===== src/rtl/mem_addr_arbiter_pkg.sv =====
// Shared types and constants for the memory address arbiter: FSM states,
// arbitration mode selectors and the grant-index width helper.
package mem_addr_arbiter_pkg;

  typedef enum logic [1:0] {
    IDLE = 2'd0,
    ADDR = 2'd1,
    WAIT = 2'd2
  } arb_state_t;

  localparam int ARB_FIXED = 0;
  localparam int ARB_RR    = 1;

  // Never returns 0 so index ports stay legal even for degenerate sizes.
  function automatic int grant_width(input int n);
    return (n > 1) ? $clog2(n) : 1;
  endfunction

endpackage


===== src/rtl/mem_addr_arbiter_rr_priority_picker.sv =====
// Combinational winner selection: first set request at or after the pointer
// (round-robin), or lowest set index when the pointer is bypassed (fixed).
module rr_priority_picker
  import mem_addr_arbiter_pkg::*;
#(
  parameter int NUM_REQ = 3,
  parameter int RR_MODE = ARB_RR,
  parameter int GW      = grant_width(NUM_REQ)
) (
  input  logic [NUM_REQ-1:0] req,
  input  logic [GW-1:0]      ptr,
  output logic [NUM_REQ-1:0] grant,
  output logic [GW-1:0]      idx,
  output logic               found
);

  // Scan NUM_REQ candidates starting at base; the wrap is an explicit
  // subtraction so non-power-of-two requester counts stay in range.
  always_comb begin
    int          base;
    int          cand;
    logic [GW-1:0] cidx;
    grant = '0;
    idx   = '0;
    found = 1'b0;
    cand  = 0;
    cidx  = '0;
    base  = (RR_MODE == ARB_RR) ? int'(ptr) : 0;
    for (int i = 0; i < NUM_REQ; i++) begin
      cand = base + i;
      if (cand >= NUM_REQ) cand = cand - NUM_REQ;
      cidx = cand[GW-1:0];
      if (!found && req[cidx]) begin
        found       = 1'b1;
        grant[cidx] = 1'b1;
        idx         = cidx;
      end
    end
  end

endmodule


===== src/rtl/mem_addr_arbiter.sv =====
// N-way memory address arbiter: picks a requester, registers its address and
// holds it stable toward memory until the transaction completes.
module mem_addr_arbiter
  import mem_addr_arbiter_pkg::*;
#(
  parameter int NUM_REQ    = 3,
  parameter int ADDR_WIDTH = 64,
  parameter int RR_MODE    = ARB_RR,
  localparam int GW        = grant_width(NUM_REQ)
) (
  input  logic                          clk,
  input  logic                          arstn,
  input  logic [NUM_REQ-1:0]            i_req_valid,
  input  logic [NUM_REQ*ADDR_WIDTH-1:0] i_req_addr,
  output logic [NUM_REQ-1:0]            o_req_ack,
  output logic                          o_mem_valid,
  output logic [ADDR_WIDTH-1:0]         o_mem_addr,
  output logic [GW-1:0]                 o_grant_id,
  input  logic                          i_mem_ready,
  input  logic                          i_mem_done,
  output logic                          o_busy
);

  arb_state_t          state;
  logic [GW-1:0]       ptr;
  logic [NUM_REQ-1:0]  pick_grant;
  logic [GW-1:0]       pick_idx;
  logic                pick_found;
  logic [ADDR_WIDTH-1:0] pick_addr;
  logic [GW-1:0]       next_ptr;

  rr_priority_picker #(
    .NUM_REQ (NUM_REQ),
    .RR_MODE (RR_MODE),
    .GW      (GW)
  ) u_picker (
    .req   (i_req_valid),
    .ptr   (ptr),
    .grant (pick_grant),
    .idx   (pick_idx),
    .found (pick_found)
  );

  // One-hot AND-OR mux keeps the address path free of a wide index decoder.
  always_comb begin
    pick_addr = '0;
    for (int i = 0; i < NUM_REQ; i++) begin
      if (pick_grant[i]) pick_addr = pick_addr | i_req_addr[i*ADDR_WIDTH +: ADDR_WIDTH];
    end
  end

  assign next_ptr = (o_grant_id == GW'(NUM_REQ - 1)) ? '0 : o_grant_id + GW'(1);

  always_ff @(posedge clk or negedge arstn) begin
    if (!arstn) begin
      state       <= IDLE;
      o_mem_valid <= 1'b0;
      o_mem_addr  <= '0;
      o_grant_id  <= '0;
      ptr         <= '0;
    end else begin
      case (state)
        IDLE: begin
          if (pick_found) begin
            o_mem_addr  <= pick_addr;
            o_grant_id  <= pick_idx;
            o_mem_valid <= 1'b1;
            state       <= ADDR;
          end
        end
        ADDR: begin
          if (i_mem_ready) begin
            o_mem_valid <= 1'b0;
            if (i_mem_done) begin
              state <= IDLE;
              if (RR_MODE == ARB_RR) ptr <= next_ptr;
            end else begin
              state <= WAIT;
            end
          end
        end
        WAIT: begin
          if (i_mem_done) begin
            state <= IDLE;
            if (RR_MODE == ARB_RR) ptr <= next_ptr;
          end
        end
        default: begin
          state       <= IDLE;
          o_mem_valid <= 1'b0;
        end
      endcase
    end
  end

  // The ack must land in the accept cycle itself, so it is decoded from state.
  always_comb begin
    o_req_ack = '0;
    if (state == ADDR && i_mem_ready) o_req_ack[o_grant_id] = 1'b1;
  end

  assign o_busy = (state != IDLE);

endmodule


===== config.mk =====
export PLATFORM = sky130hd
export DESIGN_NAME = mem_addr_arbiter
export DESIGN_NICKNAME = d
export VERILOG_FILES = /design/src/rtl/mem_addr_arbiter_pkg.sv /design/src/rtl/mem_addr_arbiter_rr_priority_picker.sv /design/src/rtl/mem_addr_arbiter.sv
export SDC_FILE = /design/constraint.sdc
export NUM_CORES = 1
export LEC_CHECK = 0
export CAP_MARGIN = 20
export CORE_AREA = 2 2 106 108
export DETAILED_ROUTE_END_ITERATION = 10
export DIE_AREA = 0 0 108 110
export GPL_TIMING_DRIVEN = 0
export PLACE_DENSITY = 0.77
export SLEW_MARGIN = 40
export SYNTH_ARGS = -nofsm -noshare
export SYNTH_HDL_FRONTEND = slang
export SYNTH_HIERARCHICAL = 1
export SYNTH_SLANG_ARGS = --single-unit

===== constraint.sdc =====
create_clock -name clk -period 3.9 [get_ports clk]
set_input_delay 0.975 -clock clk [delete_from_list [all_inputs] [get_ports clk]]
set_output_delay 0.975 -clock clk [all_outputs]
set_load 0.01 [all_outputs]

==> impl_metrics.env <==
export IMPL_rows=38
export IMPL_maxSlewHeadroom=0.525
export IMPL_arrival_ns=2.40
export IMPL_start_kind="primary input"
export IMPL_antenna_found_initial=0
export IMPL_clockRootBuffer="clkbuf_8"
export IMPL_slew_viol_final=0
export IMPL_finalSetupTns_ns=0
export IMPL_worst_setup_path_type="in2out"
export IMPL_synth_edf_count=0
export IMPL_slowest_delay_ns=0.57
export IMPL_cp_common_cell="clkdlybuf4s50_1"
export IMPL_rsz0062_at_grt="false"
export IMPL_ys_seq_area_frac=0.489
export IMPL_period_minus_slack_ns=3.37
export IMPL_start_util=0.340
export IMPL_ctsHoldBuffers=0
export IMPL_ys_seq_elements=71
export IMPL_clock_sinks=71
export IMPL_vias=4314
export IMPL_finalHoldViolCount=0
export IMPL_skew_ns=0.00797
export IMPL_timing_rr_start="ptr[0]"
export IMPL_viasPerCell=5.48
export IMPL_grt_pass1_vias=4398
export IMPL_critPathMaxFanout=4
export IMPL_die_x_um=108
export IMPL_maxCapViolations=0
export IMPL_dp_slack_ns=0.358
export IMPL_netlist_instances=361
export IMPL_worstSkewPairLatency_ns=0.35
export IMPL_cts_resized=0
export IMPL_async_reset_ff_frac=1.00
export IMPL_cts_tree="built"
export IMPL_startpoint="i_mem_ready"
export IMPL_p_leak_nw=2.62
export IMPL_first_pass_iters=8
export IMPL_hold_slack_ns=0.504
export IMPL_setup_violations_final=0
export IMPL_wl_per_cell_um=19.2
export IMPL_fin_cells=787
export IMPL_holdCritPathClass="in2async"
export IMPL_ys_warn_count=6
export IMPL_finalWeightedCongestion=0.842
export IMPL_port_buffers=269
export IMPL_ant_nets=0
export IMPL_drc=0
export IMPL_dp_hpwl_mm=11.6
export IMPL_drive_above_1_share=0.0788
export IMPL_cts_buffers=9
export IMPL_pin_count=270
export IMPL_fmaxAchievable_ghz=0.297
export IMPL_areaGrowthSynthToFinish_pct=84.7
export IMPL_grt_use_total=0.247
export IMPL_die_area_um2=11900
export IMPL_grt_max_degree=38
export IMPL_tightest_slew_ns=0.713
export IMPL_clk_pin_slew_ns=0.07
export IMPL_p_total_mw=5.91
export IMPL_drt_total_wl_mm=15.1
export IMPL_syn_num_nets=564
export IMPL_slowest_stage="clkdlybuf4s50_1"
export IMPL_netlist_area_um2=3630
export IMPL_status="completed"
export IMPL_cts_buffer_depth=2
export IMPL_cp_cell_sequence="clkdlybuf4s50_1 > nand3b_1 > nor3b_1 > clkdlybuf4s50_1"
export IMPL_placed_cells=771
export IMPL_drt_iter0_drc=475
export IMPL_ys_types=37
export IMPL_fin_nets=845
export IMPL_die_h_um=110
export IMPL_ctsHtreeMaxLevel=3
export IMPL_end_kind="output port"
export IMPL_postCtsSetupRepairBufs=0
export IMPL_finalCritPeriodShare=0.864
export IMPL_synth_avg_cell_area_um2=10.1
export IMPL_power_density_nw_per_um2=881
export IMPL_antenna_cells=0
export IMPL_grt_pass1_wl_mm=22.4
export IMPL_finalWorstSetupSlack_ns=0.529
export IMPL_globalRouteOverflowTotal=0
export IMPL_worst_ep_required_time_ns=2.92
export IMPL_ir_drop_v=0.000387
export IMPL_synth_flop_cell="dfrtp_1"
export IMPL_core_area_um2=10700
[registers in the layout, indices dropped and copies added, names as in the netlist]
register / count
ptr: 2
o_grant_id: 2
state: 2
o_mem_addr: 64
o_mem_valid: 1
[layer usage]
layer  vias to the layer above  share of wire  GRT usage
met2                       255           0.51      0.444
met1                      2045           0.36      0.280
li1                       1987              -          -
met3                        27           0.10     0.0611
met5                         -              0          0
met4                         0          0.025      0.103
[path summary, 6_finish.rpt]
| check | end | slack, ns | depth (start not counted) |
|---|---|---|---|
| hold / removal | o_mem_valid | 0.50 | 1 |
| setup reg to reg | o_mem_addr[38] | 0.88 | 11 |
| min in group clk | o_mem_addr[12] | 0.52 | 2 |
| max in group asynchronous | o_mem_addr[15] | 2.89 | 2 |
| setup / recovery | o_req_ack[2] | 0.53 | 4 |
| hold reg to reg | o_mem_addr[12] | 0.52 | 2 |
[cell usage in the layout (no fill, tap or decap), types with 5 or more instances in the layout]
cell	synthesis	final
clkdlybuf4s50_1	0	268
dfrtp_1	71	71
nor2_1	70	70
a222oi_1	64	64
a21oi_1	63	63
clkbuf_1	16	18
buf_2	11	11
clkbuf_8	0	10
buf_4	6	6
a21oi_2	6	6
nand3b_1	5	5
[cell type report]
cell class | count | area, µm²
Buffer | 37 | 190
Clock buffer | 12 | 145
Clock inverter | 4 | 45.0
Fill cell | 912 | 3980
Inverter | 3 | 11.3
Multi-Input combinational cell | 250 | 1660
Sequential cell | 71 | 1780
Tap cell | 140 | 175
Timing Repair Buffer | 270 | 2710
[stage by stage]
| step | util | instance area, µm² |
|---|---|---|
| final | 0.628 | 6710 |
| after global placement | 0.608 | 6500 |
| after detailed placement | 0.610 | 6520 |
| after floorplan | - | 3630 |
| after CTS | 0.628 | 6710 |
| after global routing | 0.628 | 6710 |
[synthesized netlist by cell type (all sizes together) (2+ instances only)]
cell,number,share of area
ha,4,0.014
nand2b,4,0.0069
nor2,70,0.072
nand2,2,0.0021
mux2i,3,0.0093
nor3b,2,0.0055
o21ai,6,0.0083
dfrtp,71,0.49
a222oi,64,0.18
clkbuf,16,0.017
a21oi,69,0.10
inv,3,0.0031
buf,21,0.036
mux2,5,0.017
nand3b,5,0.010
nor2b,3,0.0052
[critical path, delay by kind of cell]
| kind | cells | cell delay, ns |
|---|---|---|
| simple gates | 2 | 0.34 |
| buf+inv | 2 | 1.08 |
[cell families after synthesis]
| group | Yosys count | share of synthesized area |
|---|---|---|
| AOI/OAI and AO/OA | 146 | 0.302 |
| muxes | 8 | 0.0258 |
| adders and majority gates | 4 | 0.0138 |
| and+or+nand+nor | 92 | 0.114 |
| DFF | 71 | 0.489 |
| buffers and inverters | 40 | 0.0554 |
[power by group]
part | leakage, nW | switching [mW] | internal [mW]
Clock | 0.100 | 0.271 | 0.310
Combinational | 1.70 | 2.09 | 1.86
Sequential | 0.815 | 0.231 | 1.15
Total | 2.62 | 2.59 | 3.32
Power figures use the tool's default switching activity.
